File: src/rtl/bira_pkg.sv
// Shared types for the BIST-to-BIRA fault-report path.
package bira_pkg;

   localparam int ROW_W  = 10;
   localparam int COL_W  = 10;
   localparam int BANK_W = 2;
   localparam int FLAG_W = 8;

   typedef struct packed {
      logic [ROW_W-1:0]  row;
      logic [COL_W-1:0]  col;
      logic [FLAG_W-1:0] flag;
      logic [BANK_W-1:0] bank;
   } fault_entry_t;

   typedef enum logic [2:0] {
      ST_IDLE,
      ST_RUN,
      ST_DRAIN,
      ST_DONE,
      ST_ABORT
   } reporter_state_t;

endpackage

File: src/rtl/fault_fifo.sv
// Small fault buffer; head entry is read straight from the storage registers.
module fault_fifo
   import bira_pkg::*;
#(
   parameter int DEPTH = 4
) (
   input  logic                   clk,
   input  logic                   rst,
   input  logic                   push_i,
   input  logic                   pop_i,
   input  logic                   flush_i,
   input  fault_entry_t           din_i,
   output fault_entry_t           head_o,
   output logic                   full_o,
   output logic                   empty_o,
   output logic [$clog2(DEPTH):0] count_nxt_o
);

   localparam int AW = $clog2(DEPTH);
   localparam int CW = AW + 1;

   fault_entry_t  mem_q [DEPTH];
   logic [AW-1:0] wr_q, rd_q;
   logic [CW-1:0] cnt_q, cnt_d;
   logic          do_push, do_pop;

   assign full_o  = (cnt_q == CW'(DEPTH));
   assign empty_o = (cnt_q == '0);
   assign do_pop  = pop_i && !empty_o;
   // a full buffer still takes a push when the head leaves in the same cycle
   assign do_push = push_i && (!full_o || do_pop) && !flush_i;
   assign head_o  = mem_q[rd_q];
   assign count_nxt_o = cnt_d;

   always_comb begin
      cnt_d = cnt_q;
      if (flush_i)                cnt_d = '0;
      else if (do_push && !do_pop) cnt_d = cnt_q + CW'(1);
      else if (do_pop && !do_push) cnt_d = cnt_q - CW'(1);
   end

   always_ff @(posedge clk or posedge rst) begin
      if (rst) begin
         wr_q  <= '0;
         rd_q  <= '0;
         cnt_q <= '0;
      end else begin
         cnt_q <= cnt_d;
         if (flush_i) begin
            wr_q <= '0;
            rd_q <= '0;
         end else begin
            if (do_push) wr_q <= wr_q + AW'(1);
            if (do_pop)  rd_q <= rd_q + AW'(1);
         end
      end
   end

   always_ff @(posedge clk) begin
      if (do_push) mem_q[wr_q] <= din_i;
   end

endmodule

File: src/rtl/bist_fault_reporter.sv
// BIST-side fault-report transmitter: buffers comparator mismatches and
// paces them to BIRA as one-cycle fault_detect strobes.
module bist_fault_reporter
   import bira_pkg::*;
#(
   parameter int DEPTH = 4,
   parameter int GAP   = 1
) (
   input  logic              clk,
   input  logic              rst,
   input  logic              test_start,
   input  logic              cmp_valid,
   input  logic [FLAG_W-1:0] cmp_mismatch,
   input  logic [ROW_W-1:0]  cmp_row,
   input  logic [COL_W-1:0]  cmp_col,
   input  logic [BANK_W-1:0] cmp_bank,
   input  logic              march_done,
   input  logic              early_term,
   output logic              fault_detect,
   output logic [ROW_W-1:0]  row_add_out,
   output logic [COL_W-1:0]  col_add_out,
   output logic [FLAG_W-1:0] col_flag,
   output logic [BANK_W-1:0] bank_out,
   output logic              test_end,
   output logic              aborted,
   output logic              bist_stall,
   output logic              overflow
);

   localparam int CW = $clog2(DEPTH) + 1;
   localparam int GW = (GAP > 0) ? $clog2(GAP + 1) : 1;
   localparam logic [CW-1:0] STALL_AT = CW'(DEPTH - 1);

   reporter_state_t   state_q;
   logic              fd_q, test_end_q, aborted_q, stall_q, overflow_q;
   logic [ROW_W-1:0]  row_q;
   logic [COL_W-1:0]  col_q;
   logic [FLAG_W-1:0] flag_q;
   logic [BANK_W-1:0] bank_q;
   logic [GW-1:0]     gap_q;

   fault_entry_t  head_w, din_w;
   logic          full_w, empty_w, active_w, push_req_w, push_w, pop_w, flush_w, drop_w;
   logic [CW-1:0] cnt_nxt_w;

   // early_term outranks both pops and pushes while a session is live
   assign active_w   = (state_q == ST_RUN) || (state_q == ST_DRAIN);
   assign flush_w    = active_w && early_term;
   assign pop_w      = active_w && !early_term && !empty_w && (gap_q == '0);
   assign push_req_w = (state_q == ST_RUN) && !early_term && cmp_valid && (cmp_mismatch != '0);
   assign push_w     = push_req_w && (!full_w || pop_w);
   assign drop_w     = push_req_w && full_w && !pop_w;
   assign din_w      = '{row: cmp_row, col: cmp_col, flag: cmp_mismatch, bank: cmp_bank};

   fault_fifo #(.DEPTH(DEPTH)) u_fifo (
      .clk         (clk),
      .rst         (rst),
      .push_i      (push_w),
      .pop_i       (pop_w),
      .flush_i     (flush_w),
      .din_i       (din_w),
      .head_o      (head_w),
      .full_o      (full_w),
      .empty_o     (empty_w),
      .count_nxt_o (cnt_nxt_w)
   );

   always_ff @(posedge clk or posedge rst) begin
      if (rst) begin
         state_q    <= ST_IDLE;
         fd_q       <= 1'b0;
         row_q      <= '0;
         col_q      <= '0;
         flag_q     <= '0;
         bank_q     <= '0;
         gap_q      <= '0;
         test_end_q <= 1'b0;
         aborted_q  <= 1'b0;
         stall_q    <= 1'b0;
         overflow_q <= 1'b0;
      end else begin
         fd_q <= pop_w;
         if (pop_w) begin
            row_q  <= head_w.row;
            col_q  <= head_w.col;
            flag_q <= head_w.flag;
            bank_q <= head_w.bank;
            gap_q  <= GW'(GAP);
         end else if (gap_q != '0) begin
            gap_q <= gap_q - GW'(1);
         end
         stall_q <= 1'b0;
         case (state_q)
            ST_IDLE, ST_DONE, ST_ABORT: begin
               if (test_start) begin
                  state_q    <= ST_RUN;
                  test_end_q <= 1'b0;
                  aborted_q  <= 1'b0;
                  overflow_q <= 1'b0;
               end
            end
            ST_RUN: begin
               if (early_term) begin
                  state_q    <= ST_ABORT;
                  test_end_q <= 1'b1;
                  aborted_q  <= 1'b1;
               end else begin
                  if (drop_w) overflow_q <= 1'b1;
                  if (march_done) state_q <= ST_DRAIN;
                  else            stall_q <= (cnt_nxt_w >= STALL_AT);
               end
            end
            ST_DRAIN: begin
               if (early_term) begin
                  state_q    <= ST_ABORT;
                  test_end_q <= 1'b1;
                  aborted_q  <= 1'b1;
               end else if (empty_w && !fd_q) begin
                  // wait out the last strobe so test_end never overlaps a report
                  state_q    <= ST_DONE;
                  test_end_q <= 1'b1;
               end
            end
            default: state_q <= ST_IDLE;
         endcase
      end
   end

   assign fault_detect = fd_q;
   assign row_add_out  = row_q;
   assign col_add_out  = col_q;
   assign col_flag     = flag_q;
   assign bank_out     = bank_q;
   assign test_end     = test_end_q;
   assign aborted      = aborted_q;
   assign bist_stall   = stall_q;
   assign overflow     = overflow_q;

endmodule
File: config.mk
export PLATFORM = sky130hd
export DESIGN_NAME = bist_fault_reporter
export DESIGN_NICKNAME = d
export VERILOG_FILES = /design/src/rtl/bira_pkg.sv /design/src/rtl/fault_fifo.sv /design/src/rtl/bist_fault_reporter.sv
export SDC_FILE = /design/constraint.sdc
export NUM_CORES = 1
export LEC_CHECK = 0
export ABC_AREA = 1
export CORE_UTILIZATION = 40
export CTS_CLUSTER_DIAMETER = 150
export DETAILED_ROUTE_END_ITERATION = 10
export GPL_TIMING_DRIVEN = 0
export HOLD_SLACK_MARGIN = 0.15
export PLACE_DENSITY = 0.7
export SYNTH_ARGS = -nofsm -noshare
export SYNTH_HDL_FRONTEND = slang
export SYNTH_HIERARCHICAL = 1
export SYNTH_SLANG_ARGS = --single-unit
File: constraint.sdc
create_clock -name clk -period 3.35 [get_ports clk]
set_input_delay 0.5025 -clock clk [delete_from_list [all_inputs] [get_ports clk]]
set_output_delay 0.5025 -clock clk [all_outputs]
set_load 0.005 [all_outputs]
==> results of run 1 <==
==> layout by cell type, fill, tap and decap left out, types with 6 or more instances in the layout <==
cell             instances
o21ai_0                 64
nand2_1                118
clkdlybuf4s50_1         70
buf_2                    7
nor2_1                  79
dfrtp_1                 45
clkbuf_1                12
ha_1                     7
a21oi_1                  6
edfxtp_1               120
o22ai_1                 30
nand3_1                  9
inv_1                   35
clkbuf_16               17
==> state kept, by name (all words and copies together), names as in the netlist, 2 cells and up <==
name	count
u_fifo/mem_q	120
col_add_out	10
row_add_out	10
col_flag	8
state_q	3
u_fifo/cnt_q	3
bank_out	2
u_fifo/rd_q	2
u_fifo/wr_q	2
==> cells by family (layout without fill, tap and decap cells) <==
kind of cell	Yosys count	after routing	synth area share [%]
buffers and inverters	67	175	4.590
xor gates and xnor gates	2	2	0.2645
and+or+nand+nor	221	221	13.73
AOI/OAI and AO/OA	106	106	8.689
adders and majority gates	7	7	1.322
DFF	165	165	71.40
==> through the flow <==
step,hold WS (ns),utilization [%],instance area [um2],worst slack [ns]
after floorplan,0.3059,-,6624,-0.01680
after global placement,0.4645,47.47,7595,-1.423
after detailed placement,0.4663,48.30,7727,0.09877
after CTS,0.3985,51.78,8285,0.2146
after global routing,0.4163,52.03,8325,0.05302
final,0.3848,52.03,8325,0.2982
==> critical path, delay by kind of cell, from the launching register on <==
family / cells / cell delay, ns
adders and majority gates: 1 / 0.25
buffers and inverters: 4 / 0.41
DFF: 1 / 0.40
and+or+nand+nor: 7 / 1.67
==> layout make-up <==
cell class	instances	area (um2)	share of cell area, %
buffer	25	130.1	1.563
clock buffer	20	466.7	5.606
clock inverter	12	91.34	1.097
inverter	42	173.9	2.089
multi-input combinational	336	1620	19.46
sequential	165	4730	56.81
tap	216	270.3	3.246
timing repair buffer	76	843.3	10.13
==> how the worst min path moves through the flow <==
stage / from / end / slack [ns] / cells past startpoint
after CTS: rst / u_fifo/wr_q[1] / 0.40 / 2
after detailed placement: col_add_out[1] / col_add_out[1] / 0.47 / 2
after floorplan: rst / u_fifo/cnt_q[0] / 0.31 / 1
final: rst / u_fifo/wr_q[1] / 0.38 / 2
after global routing: rst / u_fifo/wr_q[1] / 0.42 / 2
after global placement: col_add_out[9] / col_add_out[9] / 0.46 / 2
==> routing by layer <==
metal  vias up  GRT usage (%)
li1       2132              -
met1      2194          22.60
met2       138          31.87
met3        15          4.805
met4         2          8.790
met5         -              0
==> report_power, final <==
part / internal, uW / switching (uW) / total, uW
clock network: 1010 / 780 / 1790
registers: 2490 / 165 / 2650
logic: 886 / 1230 / 2110
==> results.py, run 1 <==
metrics = {
    "yosys": {
        "synth-seq-cells": 165,
        "synth_ff_type": "edfxtp_1",
        "synth-edff-count": 120,
        "yosys_warnings": 6,
        "yosys.cell_types.count": 27,
        "synth_top_area_share_pct": 54.40,
        "ys_top_cells_by_count": "edfxtp_1, nand2_1, nor2_1, o21ai_0, dfrtp_1",
        "syn-cell-area_um2": 6624,
        "synth_nets": 611,
        "syn_avg_cell_area_um2": 11.66,
        "yosysMostFrequentCell": "edfxtp_1",
        "yosys.area.top_type": "edfxtp_1",
        "netlist_instances": 568,
        "synth_area_leaders": "edfxtp_1, dfrtp_1, nand2_1, o21ai_0, nor2_1",
        "seq_area_frac_synth_pct": 71.40,
        "async_flop_share_pct": 27.27,
    },
    "route": {
        "drt_iter0_markers": 252,
        "wl_met3_um": 888,
        "viasPerCell": 5.024,
        "highest_layer": "met5",
        "wirelength_met1_mm": 6.232,
        "drcViolationCount": 0,
        "wl_per_cell_um": 16.70,
        "firstDrtPassIters": 5,
        "vias": 4481,
        "wl_met2_mm": 7.621,
        "drtAntennaViolNets": 0,
        "wirelength_mm": 14.89,
    },
    "sta": {
        "relSlewSlack_pct": 40.67,
        "rsz0062_at_grt": "false",
        "setup-violations-final": 0,
        "fin_crit_sh_pct": 91.10,
        "tightest_slew_ns": 0.8886,
        "period_minus_slack_ns": 3.052,
        "worst_clock_skew_ns": 0.01282,
        "hold_violations": 0,
        "fin_setup_tns_ns": 0,
        "max_freq_mhz": 327.7,
        "maxSlewViolCount": 0,
    },
    "place": {
        "place_hpwl_mm": 9.678,
        "port-buffer-count": 70,
        "dp.cells": 858,
        "globalplace.congestion": 0.8212,
    },
    "worst_setup_path": {
        "rrSetupSlack_ns": 0.30,
        "cp_cell_sequence": "inv_1 -> ha_1 -> nand2_2 -> inv_1 -> nor2_1 -> nand3_4 -> nand2_1 -> inv_1 -> nor2_1 -> nand3_2 -> nor2_4 -> buf_16",
        "cp_common_cell": "inv_1",
        "startpoint_type": "flop",
        "crit_slowest_cell": "nor2_4",
        "endpoint": "u_fifo/mem_q[1][22]",
        "crit_arrival_ns": 3.18,
        "reg2reg_from": "u_fifo/cnt_q[0]",
        "worstSetupStartpoint": "u_fifo/cnt_q[0]",
        "end_kind": "flop",
        "max_stage_delay_ns": 0.48,
        "r2r_cells": 12,
        "criticalPathCategory": "reg2reg",
        "cp.required_ns": 3.48,
        "rr_endpoint": "u_fifo/mem_q[1][22]",
        "worstPathMaxFanout": 19,
    },
    "power_and_ir_drop": {
        "power_leakage_uw": 0.003238,
        "p_per_area_nw_per_um2": 788.1,
        "peakVddDrop_v": 0.0004782,
        "finalPower_uw": 6561,
    },
    "clock_tree": {
        "cts_buffers": 17,
        "cts_max_path_buffers": 2,
        "cts_hold_buf": 0,
        "path_clk_slew_ns": 0.06,
        "h-tree-depth": 4,
        "root_buffer": "clkbuf_16",
        "clock_latency_ns": 0.43,
        "post_cts_buffers": 0,
        "cts_tree": "done",
        "cts_sinks": 165,
        "ctsResizeCount": 0,
    },
    "hold_path": {
        "hp-class": "in2async",
    },
    "cells_and_area": {
        "syn_to_final_growth_pct": 25.69,
        "drive_gt1_share_pct": 10.80,
        "final_cells": 892,
        "nets": 706,
        "fillCellCount": 1398,
        "antenna_cells": 0,
    },
    "grt": {
        "grt_util_all_layers_pct": 18.84,
        "grt_max_degree": 39,
        "grt_overflow": 0,
        "grt_pass1_wl_mm": 23.47,
        "grt_pass1_vias": 4753,
        "antenna_found_initial": 1,
    },
    "floorplanning": {
        "die_w_um": 130.7,
        "rows": 46,
        "initial_core_util_pct": 41.40,
        "ios": 71,
        "die_area_um2": 17080,
        "core_area_um2": 16000,
        "die_y_um": 130.7,
    },
    "run_status": {
        "status": "complete, no violations",
    },
    "job": {
        "maxCapViolations": 0,
    },
}
(Power assumes the default switching activity.)
==> inputs of run 2 (changes only) <==
CTS_CLUSTER_SIZE = 28   (was unset)
PLACE_DENSITY = 0.68   (was 0.7)
clock period = 3.6 ns   (was 3.35 ns; I/O delays follow)
==> run 2 against run 1 <==
Critical path depth unchanged. Maximum frequency up 2.6%. Via count down 1.0%. Worst setup slack better by 0.33 ns. Non-clock buffer count down 2. Sequential power down 7%. Total power down 5.5%. Clock skew down 0.00090 ns. Critical path type unchanged. Largest power group unchanged.
==> results.py, run 2 (synthesis results as in run 1) <==
metrics = {
    "worst_setup_path": {
        "startpoint_type": "flop",
        "crit_arrival_ns": 3.10,
        "cp.required_ns": 3.72,
        "cp_common_cell": "inv_1",
        "criticalPathCategory": "reg2reg",
        "r2r_cells": 12,
        "end_kind": "flop",
        "worstPathMaxFanout": 22,
        "cp_cell_sequence": "inv_1 -> ha_1 -> nand2_2 -> inv_1 -> nor2_1 -> nand3_4 -> nand2_1 -> inv_1 -> nor2_1 -> nand3_2 -> nor2_4 -> buf_12",
        "crit_slowest_cell": "nor2_4",
        "max_stage_delay_ns": 0.42,
    },
    "route": {
        "vias": 4434,
        "firstDrtPassIters": 5,
        "drtAntennaViolNets": 0,
        "viasPerCell": 4.982,
        "wl_per_cell_um": 16.76,
        "wirelength_mm": 14.92,
        "drt_iter0_markers": 297,
        "drcViolationCount": 0,
    },
    "grt": {
        "antenna_found_initial": 0,
        "grt_pass1_vias": 4628,
        "grt_util_all_layers_pct": 19.10,
        "grt_max_degree": 39,
        "grt_pass1_wl_mm": 23.83,
        "grt_overflow": 0,
    },
    "power_and_ir_drop": {
        "peakVddDrop_v": 0.0004408,
        "finalPower_uw": 6200,
        "power_leakage_uw": 0.003222,
        "p_per_area_nw_per_um2": 747.8,
    },
    "clock_tree": {
        "clock_latency_ns": 0.43,
        "cts_tree": "done",
        "post_cts_buffers": 0,
        "cts_sinks": 165,
        "ctsResizeCount": 0,
        "path_clk_slew_ns": 0.06,
        "root_buffer": "clkbuf_16",
        "cts_hold_buf": 0,
        "cts_max_path_buffers": 2,
        "cts_buffers": 17,
        "h-tree-depth": 4,
    },
    "cells_and_area": {
        "antenna_cells": 0,
        "final_common_cell": "edfxtp_1",
        "fin_util_pct": 51.81,
        "final_cell_mix": "edfxtp_1, nand2_1, nor2_1",
        "syn_to_final_growth_pct": 25.16,
        "fillCellCount": 1412,
        "register_area_um2": 4730,
        "largest_reg_flops": 120,
        "nets": 704,
        "drive_gt1_share_pct": 9.644,
        "multiInputGateArea_um2": 1620,
        "largest_register": "u_fifo/mem_q",
    },
    "place": {
        "port-buffer-count": 70,
        "globalplace.congestion": 0.8134,
        "place_hpwl_mm": 9.624,
    },
    "sta": {
        "fin_crit_sh_pct": 82.63,
        "max_freq_mhz": 336.2,
        "fin_setup_tns_ns": 0,
        "setup-violations-final": 0,
        "rsz0062_at_grt": "false",
        "maxSlewViolCount": 0,
        "period_minus_slack_ns": 2.975,
        "worst_clock_skew_ns": 0.01192,
        "relSlewSlack_pct": 42.18,
        "tightest_slew_ns": 0.8660,
        "hold_violations": 0,
    },
    "floorplanning": {
        "rows": 46,
        "die_area_um2": 17080,
        "ios": 71,
        "core_area_um2": 16000,
        "initial_core_util_pct": 41.40,
        "die_w_um": 130.7,
        "die_y_um": 130.7,
    },
    "hold_path": {
        "hp-class": "in2async",
    },
    "job": {
        "maxCapViolations": 0,
    },
    "run_status": {
        "status": "complete, no violations",
    },
}
-- run 2: power breakdown --
group	total [uW]	internal, uW	switching, uW
sequential	2470	2320	150
combinational	1940	815	1120
clock	1800	1100	696
total	6200	4230	1970
-- run 2: area by class of cell --
cell class	count	share of cell area, %
Buffer	25	1.570
Clock buffer	22	5.478
Clock inverter	10	1.585
Inverter	42	2.098
Multi-Input combinational cell	336	19.54
Sequential cell	165	57.05
Tap cell	216	3.260
Timing Repair Buffer	74	9.417
-- run 2: metrics by stage --
stage	setup slack, ns	area, um2	std cells	hold slack, ns
floorplan	0.2332	6624	568	0.3434
global placement	-1.278	7595	854	0.4661
detailed placement	0.4385	7705	858	0.4643
CTS	0.6097	8290	890	0.4277
global route	0.3559	8290	890	0.4512
finish	0.6254	8290	890	0.4278
-- run 2: layer usage --
metal	track usage, %	part of all wire, %
met1	23.98	44
met2	31.71	49
met3	3.868	5.4
met4	9.263	2.1
met5	0	0
-- run 2: worst paths after layout --
check | startpoint | end | slack [ns]
max reg2reg | u_fifo/cnt_q[0] | u_fifo/mem_q[3][3] | 0.63
min | rst | u_fifo/cnt_q[2] | 0.43
max | u_fifo/cnt_q[0] | u_fifo/mem_q[3][3] | 0.63
min reg2reg | col_add_out[8] | col_add_out[8] | 0.48
min in group clk | col_add_out[8] | col_add_out[8] | 0.48
max in group asynchronous | rst | row_add_out[0] | 2.37
-- run 2: worst max-delay path, delay by kind of cell (launching register included) --
| family | cells | cell delay [ns] |
|---|---|---|
| buf+inv | 4 | 0.42 |
| flops | 1 | 0.40 |
| fa+ha+maj | 1 | 0.24 |
| simple gates | 7 | 1.61 |
==> inputs of run 3 (changes only) <==
PLACE_DENSITY = 0.7   (was 0.68)
clock period = 2.4 ns   (was 3.6 ns; I/O delays follow)
==> run 3 against run 2 <==
Non-clock buffer count is 22 higher. Total power rose by 52%. Combinational power grew 67%. Critical path type unchanged. Critical endpoint is now u_fifo/mem_q[3][11]. Largest power group unchanged. Highest routed layer unchanged.
==> results.py, run 3 (synthesis results as in run 1) <==
metrics = {
    "run_status": {
        "status": "complete, no violations",
    },
    "power_and_ir_drop": {
        "p_sw_uw": 3085,
        "p_comb_share_pct": 34.5,
        "power_leakage_uw": 0.003364,
        "swShare_pct": 32.84,
        "p_per_area_nw_per_um2": 1088,
        "internal_power_uw": 6308,
        "pwr-share-seq_pct": 39.6,
        "peakVddDrop_v": 0.0006449,
        "power.share.clock_pct": 25.9,
    },
    "route": {
        "wl_per_cell_um": 17.51,
        "firstDrtPassIters": 5,
        "viasPerCell": 5.132,
        "drtAntennaViolNets": 0,
        "vias": 4701,
        "wirelength_mm": 16.04,
        "drt_iter0_markers": 316,
        "drcViolationCount": 0,
    },
    "floorplanning": {
        "die_y_um": 130.7,
        "die_w_um": 130.7,
        "rows": 46,
        "die_area_um2": 17080,
        "ios": 71,
        "core_area_um2": 16000,
        "initial_core_util_pct": 41.40,
    },
    "sta": {
        "worst_clock_skew_ns": 0.004887,
        "period_minus_slack_ns": 2.268,
        "setup-violations-final": 0,
        "hold_violations": 0,
        "tightest_slew_ns": 0.8981,
        "fin_crit_sh_pct": 94.50,
        "max_freq_mhz": 440.9,
        "relSlewSlack_pct": 40.04,
        "rsz0062_at_grt": "true",
        "maxSlewViolCount": 0,
    },
    "grt": {
        "met3_usage_pct": 5.578,
        "grt_util_all_layers_pct": 19.70,
        "use_met2_pct": 32.52,
        "antenna_found_initial": 0,
        "grt_pass1_vias": 4757,
        "grt.busiest_layer": "met2",
        "grt_pass1_wl_mm": 24.32,
        "grt_max_degree": 39,
        "grt_overflow": 0,
        "grt_use_met1_pct": 24.35,
    },
    "worst_setup_path": {
        "criticalPathCategory": "reg2reg",
        "startpoint_type": "flop",
        "crit_arrival_ns": 2.40,
        "end_kind": "flop",
        "cp.required_ns": 2.53,
        "worstPathMaxFanout": 16,
    },
    "cells_and_area": {
        "nets": 730,
        "register_area_um2": 4730,
        "final_cell_area_um2": 8637,
        "drive_gt1_share_pct": 15.00,
        "largest_register": "u_fifo/mem_q",
        "final_cells": 916,
        "syn_to_final_growth_pct": 30.39,
        "largest_reg_flops": 120,
        "antenna_cells": 0,
        "final_cell_mix": "edfxtp_1, nand2_1, nor2_1",
        "fillCellCount": 1356,
        "final_common_cell": "edfxtp_1",
        "multiInputGateArea_um2": 1739,
        "fin_util_pct": 53.98,
    },
    "clock_tree": {
        "cts_sinks": 165,
        "cts_buffers": 17,
        "cts_max_path_buffers": 2,
        "cts_tree": "done",
        "h-tree-depth": 4,
        "root_buffer": "clkbuf_16",
        "path_clk_slew_ns": 0.06,
        "cts_hold_buf": 0,
        "clock_latency_ns": 0.42,
    },
    "place": {
        "place_hpwl_mm": 9.235,
        "dp.cells": 854,
        "port-buffer-count": 70,
        "globalplace.congestion": 0.8163,
        "placed_cell_area_um2": 7650,
    },
    "hold_path": {
        "hp-class": "in2async",
    },
    "job": {
        "maxCapViolations": 0,
    },
}
## run 3: cell count changes in the layout (fill, tap and decap cells not counted), sizes merged
| cell | change |
|---|---|
| buf | +20 |
| clkbuf | +5 |
| nor2 | +4 |
| bufinv | -2 |
| clkinvlp | -1 |
## run 3: layout make-up
type | instances | share of cell area, %
clock buffers | 25 | 5.389
clock inverters | 7 | 0.7098
plain buffers | 24 | 1.376
repair buffers | 97 | 12.46
flip-flops and latches | 165 | 54.76
inverters | 42 | 2.043
well taps | 216 | 3.129
multi-input cells | 340 | 20.14
## run 3: power groups by stage
stage | Combinational (uW) | Sequential (uW) | Clock (uW)
floorplan | 1710 | 3750 | 0
global placement | 2830 | 3750 | 0
detailed placement | 2910 | 3770 | 0
CTS | 3060 | 3720 | 2470
global route | 3560 | 3760 | 2570
finish | 3240 | 3720 | 2430
## run 3: final timing paths
path,depth (start not counted),end,start,slack [ns]
setup reg to reg,13,u_fifo/mem_q[3][11],u_fifo/cnt_q[0],0.13
max in group asynchronous,2,row_add_out[1],rst,1.32
setup / recovery,13,u_fifo/mem_q[3][11],u_fifo/cnt_q[0],0.13
min in group clk,2,col_add_out[4],col_add_out[4],0.48
hold reg to reg,2,col_add_out[4],col_add_out[4],0.48
hold / removal,2,u_fifo/cnt_q[2],rst,0.26
## run 3: repair_timing
item                                   CTS  global route
endpoints found under the hold margin    0             0
resized for setup                        6            15
pin swaps                               11            10
gates cloned                             4             2
setup endpoints to repair              121           123
setup buffers                           18             8
## run 3: through the flow
stage	worst slack, ns	total power [uW]	setup TNS, ns	hold WS [ns]
2_1_floorplan	0.01511	5458	0	0.1634
3_3_place_gp	-0.6144	6580	-70.77	0.4644
3_5_place_dp	-0.6396	6676	-74.76	0.4642
4_1_cts	0.001126	9241	0	0.2581
5_1_grt	-0.09569	9898	-0.1606	0.2732
6_report	0.1321	9393	0	0.2646
## run 3: routing by layer
layer / share of wire (%) / vias up
li1: - / 2182
met1: 40 / 2263
met2: 49 / 223
met3: 8.6 / 33
met4: 2.1 / 0
met5: 0 / -
## run 3: worst max-delay path, cell delays in order, from the launching register on
cell	delay, ns
dfrtp_1	0.40
inv_2	0.07
ha_4	0.17
nand2_2	0.06
inv_2	0.05
nor2_4	0.11
nand3_4	0.13
inv_6	0.16
inv_1	0.07
nand3_2	0.09
nand3_4	0.10
clkbuf_16	0.18
nor2_4	0.19
clkbuf_16	0.20
==> edit 1: new RTL, settings of run 3 <==
`DEPTH` is set to 4 in 2 places; all go to 2.
--- a/src/rtl/fault_fifo.sv
+++ b/src/rtl/fault_fifo.sv
@@ -2,7 +2,7 @@
 module fault_fifo
    import bira_pkg::*;
 #(
-   parameter int DEPTH = 4
+   parameter int DEPTH = 2
 ) (
    input  logic                   clk,
    input  logic                   rst,
--- a/src/rtl/bist_fault_reporter.sv
+++ b/src/rtl/bist_fault_reporter.sv
@@ -3,7 +3,7 @@
 module bist_fault_reporter
    import bira_pkg::*;
 #(
-   parameter int DEPTH = 4,
+   parameter int DEPTH = 2,
    parameter int GAP   = 1
 ) (
    input  logic              clk,
Behaviour: not the same (Yosys sat finds a counterexample within 4 cycles, from zero or initial values and one cycle with rst high).
==> edit 1 against run 3 <==
Cell area decreased by 39%. Highest routed layer unchanged. Largest power group unchanged. Sequential cell count shrank 63. Fmax is 1.1% higher. Global-route usage fell by 1.9 points. Area after synthesis shrank 38%. Routed wire length fell by 46%. Total power shrank 41%. Worst setup slack improved by 24 ps.
==> edit 1: results (changes against run 3) <==
metric;value;unit;change
clkLatencyLatePin;360;ps;-60 ps
first_global_vias;2823;;-41%
place.gp.congestion;0.8042;;-1.5%
ctsLongestPathBuffers;2;;unchanged
finalNonFillerCells;626;;-32%
synth-xor-area-share;0;%;-0.26 points
crit_path_max_fo;15;;-1
finClkSkew;10.52;ps;+5.633 ps
slowest_stage_delay_cp;380;ps;-20 ps
grt_start_max_net_pins;39;;unchanged
detailedRoute.firstPassIterationCount;4;;-1
synth_edf_count;60;;-50%
dr_total_vias;2887;;-39%
run_status;complete, no violations;;
worstPathArrival;2320;ps;-80 ps
synthTopCellsByArea;sky130_fd_sc_hd__edfxtp_1 (44%), sky130_fd_sc_hd__dfrtp_1 (26%), sky130_fd_sc_hd__nand2_1 (19%);;
count_of_antenna_diodes_in_the_layout;0;;unchanged
distinct_cell_type_count_after_synthesis;23;;-15%
ys_top_cells_by_count;sky130_fd_sc_hd__nand2_1 (205), sky130_fd_sc_hd__edfxtp_1 (60), sky130_fd_sc_hd__dfrtp_1 (42);;
vdd_drop_max;0.5404;mV;-16%
syn_area_per_cell;10.27;um2;-12%
synth.mux.area_fraction;0;%;unchanged
postPlaceCellArea;4969;um2;-35%
cts.root.buffer_cell;sky130_fd_sc_hd__clkbuf_8;;
hold_path.class;primary input to async pin;;
register_area_share_after_synthesis;69.81;%;-1.6 points
worst_pin_slew;844.7;ps;-53.40 ps
grt_first_pass_wirelength;13.56;mm;-44%
critical-path-top-delay-family;simple AND/OR/NAND/NOR gates;;
nNetsFinal;526;;-28%
numCtsBuffers;9;;-8
synth_compound_area_share;2.021;%;-6.7 points
hpwl_after_detailed_placement;5.616;mm;-39%
postSynth.asyncResetShare;41.18;%;+14 points
post_route_cells_drive_above_1_share;9.736;%;-5.3 points
dp_cells;601;;-30%
place_ws;-606.1;ps;+33.57 ps
synthAdderAreaFrac;0.6124;%;-0.71 points
mapped_nets;436;;-29%
htreeDepth;3;;-1
drt-initial-drc-count;120;;-62%
lkg_pwr;2.365;nW;-30%
grt_use_total;17.76;%;-1.9 points
number_of_warnings_printed_during_yosys_synthesis;6;;unchanged
grt_antenna_before_repair;0;;unchanged
wl;8.664;mm;-46%
largest_register;u_fifo/mem_q;;
largest_register_ff_count;60;;-50%
clock_pin_slew_on_the_worst_setup_and_hold_paths;80;ps;+20 ps
edit 1: changes by cell type after synthesis, moves of 5 or more:
cell and delta:
sky130_fd_sc_hd__clkbuf_1 -11, sky130_fd_sc_hd__edfxtp_1 -60, sky130_fd_sc_hd__ha_1 -5, sky130_fd_sc_hd__inv_1 -8
sky130_fd_sc_hd__nand2_1 +87, sky130_fd_sc_hd__nor2_1 -64, sky130_fd_sc_hd__o21ai_0 -58, sky130_fd_sc_hd__o22ai_1 -30
edit 1: worst paths after layout:
check,from,endpoint,slack [ps],cells past startpoint
max,u_fifo/cnt_q[0],u_fifo/mem_q[0][13],160,11
min,rst,u_fifo/cnt_q[1],230,2
max reg2reg,u_fifo/cnt_q[0],u_fifo/mem_q[0][13],160,11
min reg2reg,col_add_out[0],col_add_out[0],480,2
max in group asynchronous,rst,col_add_out[0],1360,2
min in group clk,col_add_out[0],col_add_out[0],480,2
edit 1: layer usage:
layer / global-route usage, % / vias up / routed length [um]
met1: 21.57 / 1349 / 3640
met5: 0 / - / 0
met2: 30.77 / 84 / 4334
met3: 4.746 / 11 / 581
met4: 5.850 / 0 / 108
li1: - / 1443 / -
edit 1: repair_timing:
action / 4_1_cts / 5_1_grt
pin swaps: 4 / 0
buffers inserted: 7 / 0
endpoints found under the setup margin: 60 / 61
resized for setup: 3 / 4
gates cloned: 2 / 0
edit 1: area by class of cell:
class | count | area (um2)
sequential | 102 | 2853
timing repair buffer | 77 | 778.2
tap | 133 | 166.4
multi-input combinational | 255 | 1097
buffer | 12 | 75.07
inverter | 31 | 118.9
clock buffer | 11 | 131.4
fill | 904 | 4518
clock inverter | 5 | 81.33
edit 1: power by group:
part	leakage (nW)	switching [mW]	internal [mW]
clock network	0.106	0.558	0.591
logic	1.18	1.07	0.918
registers	1.08	0.215	2.21
==> edit 2: new RTL, flow settings as in run 3 <==
Made on the original files. Encoding of `reporter_state_t`: now Gray code (3 bits for 5 states).
--- a/src/rtl/bira_pkg.sv
+++ b/src/rtl/bira_pkg.sv
@@ -14,11 +14,11 @@
    } fault_entry_t;
 
    typedef enum logic [2:0] {
-      ST_IDLE,
-      ST_RUN,
-      ST_DRAIN,
-      ST_DONE,
-      ST_ABORT
+      ST_IDLE  = 3'b000,
+      ST_RUN   = 3'b001,
+      ST_DRAIN = 3'b011,
+      ST_DONE  = 3'b010,
+      ST_ABORT = 3'b110
    } reporter_state_t;
 
 endpackage
Check against the original RTL: same outputs for any inputs over 10 cycles, from zero or initial values and one cycle with rst high; not proved beyond that.
==> edit 2 against run 3 <==
Cell area fell by 0.97%. Sequential cell count stayed put. Total power fell by 1.3%. Sequential share of layout area grew 0.54 points. Largest cell class unchanged. Worst setup slack worse by 33 ps. Worst hold slack got worse by 25 ps. Routed wire length increased by 0.75%. Clock power increased by 12%. First-iteration DRC count grew 58%. Combinational power fell by 11%. Synthesized cell count is 1.1% lower. Area after synthesis decreased by 0.68%.
==> edit 2: results (changes against run 3) <==
metric;value;unit;change
finalNonFillerCells;908;;-0.87%
met2_usage;32.98;%;+0.45 points
synth_compound_area_share;8.235;%;-0.45 points
critical-path-top-delay-family;simple AND/OR/NAND/NOR gates;;
first_global_vias;4515;;-5.1%
post_route_cells_drive_above_1_share;14.02;%;-0.98 points
distinct_cell_type_count_after_synthesis;28;;+3.7%
finClkSkew;6.135;ps;+1.249 ps
clkLatencyLatePin;420;ps;about the same
nFillCells;1333;;-1.7%
worstPathArrival;2610;ps;+210 ps
place.gp.congestion;0.7869;;-3.6%
nNetsFinal;722;;-1.1%
clock_power_share;29.2;%;+3.3 points
synthAdderAreaFrac;1.331;%;+0.0091 points
gr-usage-met3;5.084;%;-0.49 points
dr_total_vias;4686;;-0.32%
synth-xor-area-share;0.2663;%;+0.0018 points
p_comb;2.87;mW;-11%
detailroute.wirelength.met3;1.256;mm;-9.4%
route.met2.wl;7.811;mm;-1.5%
drt-initial-drc-count;499;;+58%
cts_setup_buffers;15;;-3
postPlaceCellArea;7606;um2;-0.57%
dp_cells;848;;-0.70%
register_area_share_after_synthesis;71.89;%;+0.49 points
cts-resized-gates;4;;-2
grt_antenna_before_repair;0;;unchanged
internal_power;6.348;mW;+0.63%
routed_wire_length_per_instance;17.80;um;+1.6%
powerClk;2.71;mW;+12%
mapped_nets;605;;-0.98%
lkg_pwr;3.296;nW;-2.0%
vdd_drop_max;0.6577;mV;+2.0%
ys_top_cells_by_count;sky130_fd_sc_hd__nand2_1 (124), sky130_fd_sc_hd__edfxtp_1 (120), sky130_fd_sc_hd__nor2_1 (85);;
synthTopCellsByArea;sky130_fd_sc_hd__edfxtp_1 (55%), sky130_fd_sc_hd__dfrtp_1 (17%), sky130_fd_sc_hd__nand2_1 (7.1%);;
cell_count_after_synthesis;562;;-1.1%
run_status;complete, no violations;;
routedLengthMet1;6.812;mm;+6.7%
worst_pin_slew;898.4;ps;+0.2957 ps
grt_first_pass_wirelength;24.61;mm;+1.2%
crit_path_max_fo;13;;-3
globalRouteMet1Util;26.11;%;+1.8 points
[edit 2: path summary, 6_finish.rpt]
| kind | from | end | cells after the start | slack (ps) |
|---|---|---|---|---|
| min in group clk | test_end | test_end | 2 | 470 |
| worst max-delay path | u_fifo/cnt_q[0] | bist_stall | 19 | 100 |
| worst max register to register | u_fifo/cnt_q[0] | bist_stall | 19 | 100 |
| max in group asynchronous | rst | bank_out[0] | 2 | 1350 |
| worst min-delay path | rst | u_fifo/cnt_q[1] | 2 | 240 |
| worst min register to register | test_end | test_end | 2 | 470 |
[edit 2: layout make-up]
class	instances	area (um2)	area share (%)
flip-flops and latches	165	4730	55.30
clock buffers	24	451.7	5.281
plain buffers	25	135.1	1.580
clock inverters	8	126.4	1.477
multi-input cells	343	1708	19.97
repair buffers	94	989.7	11.57
well taps	216	270.3	3.160
inverters	33	142.6	1.668
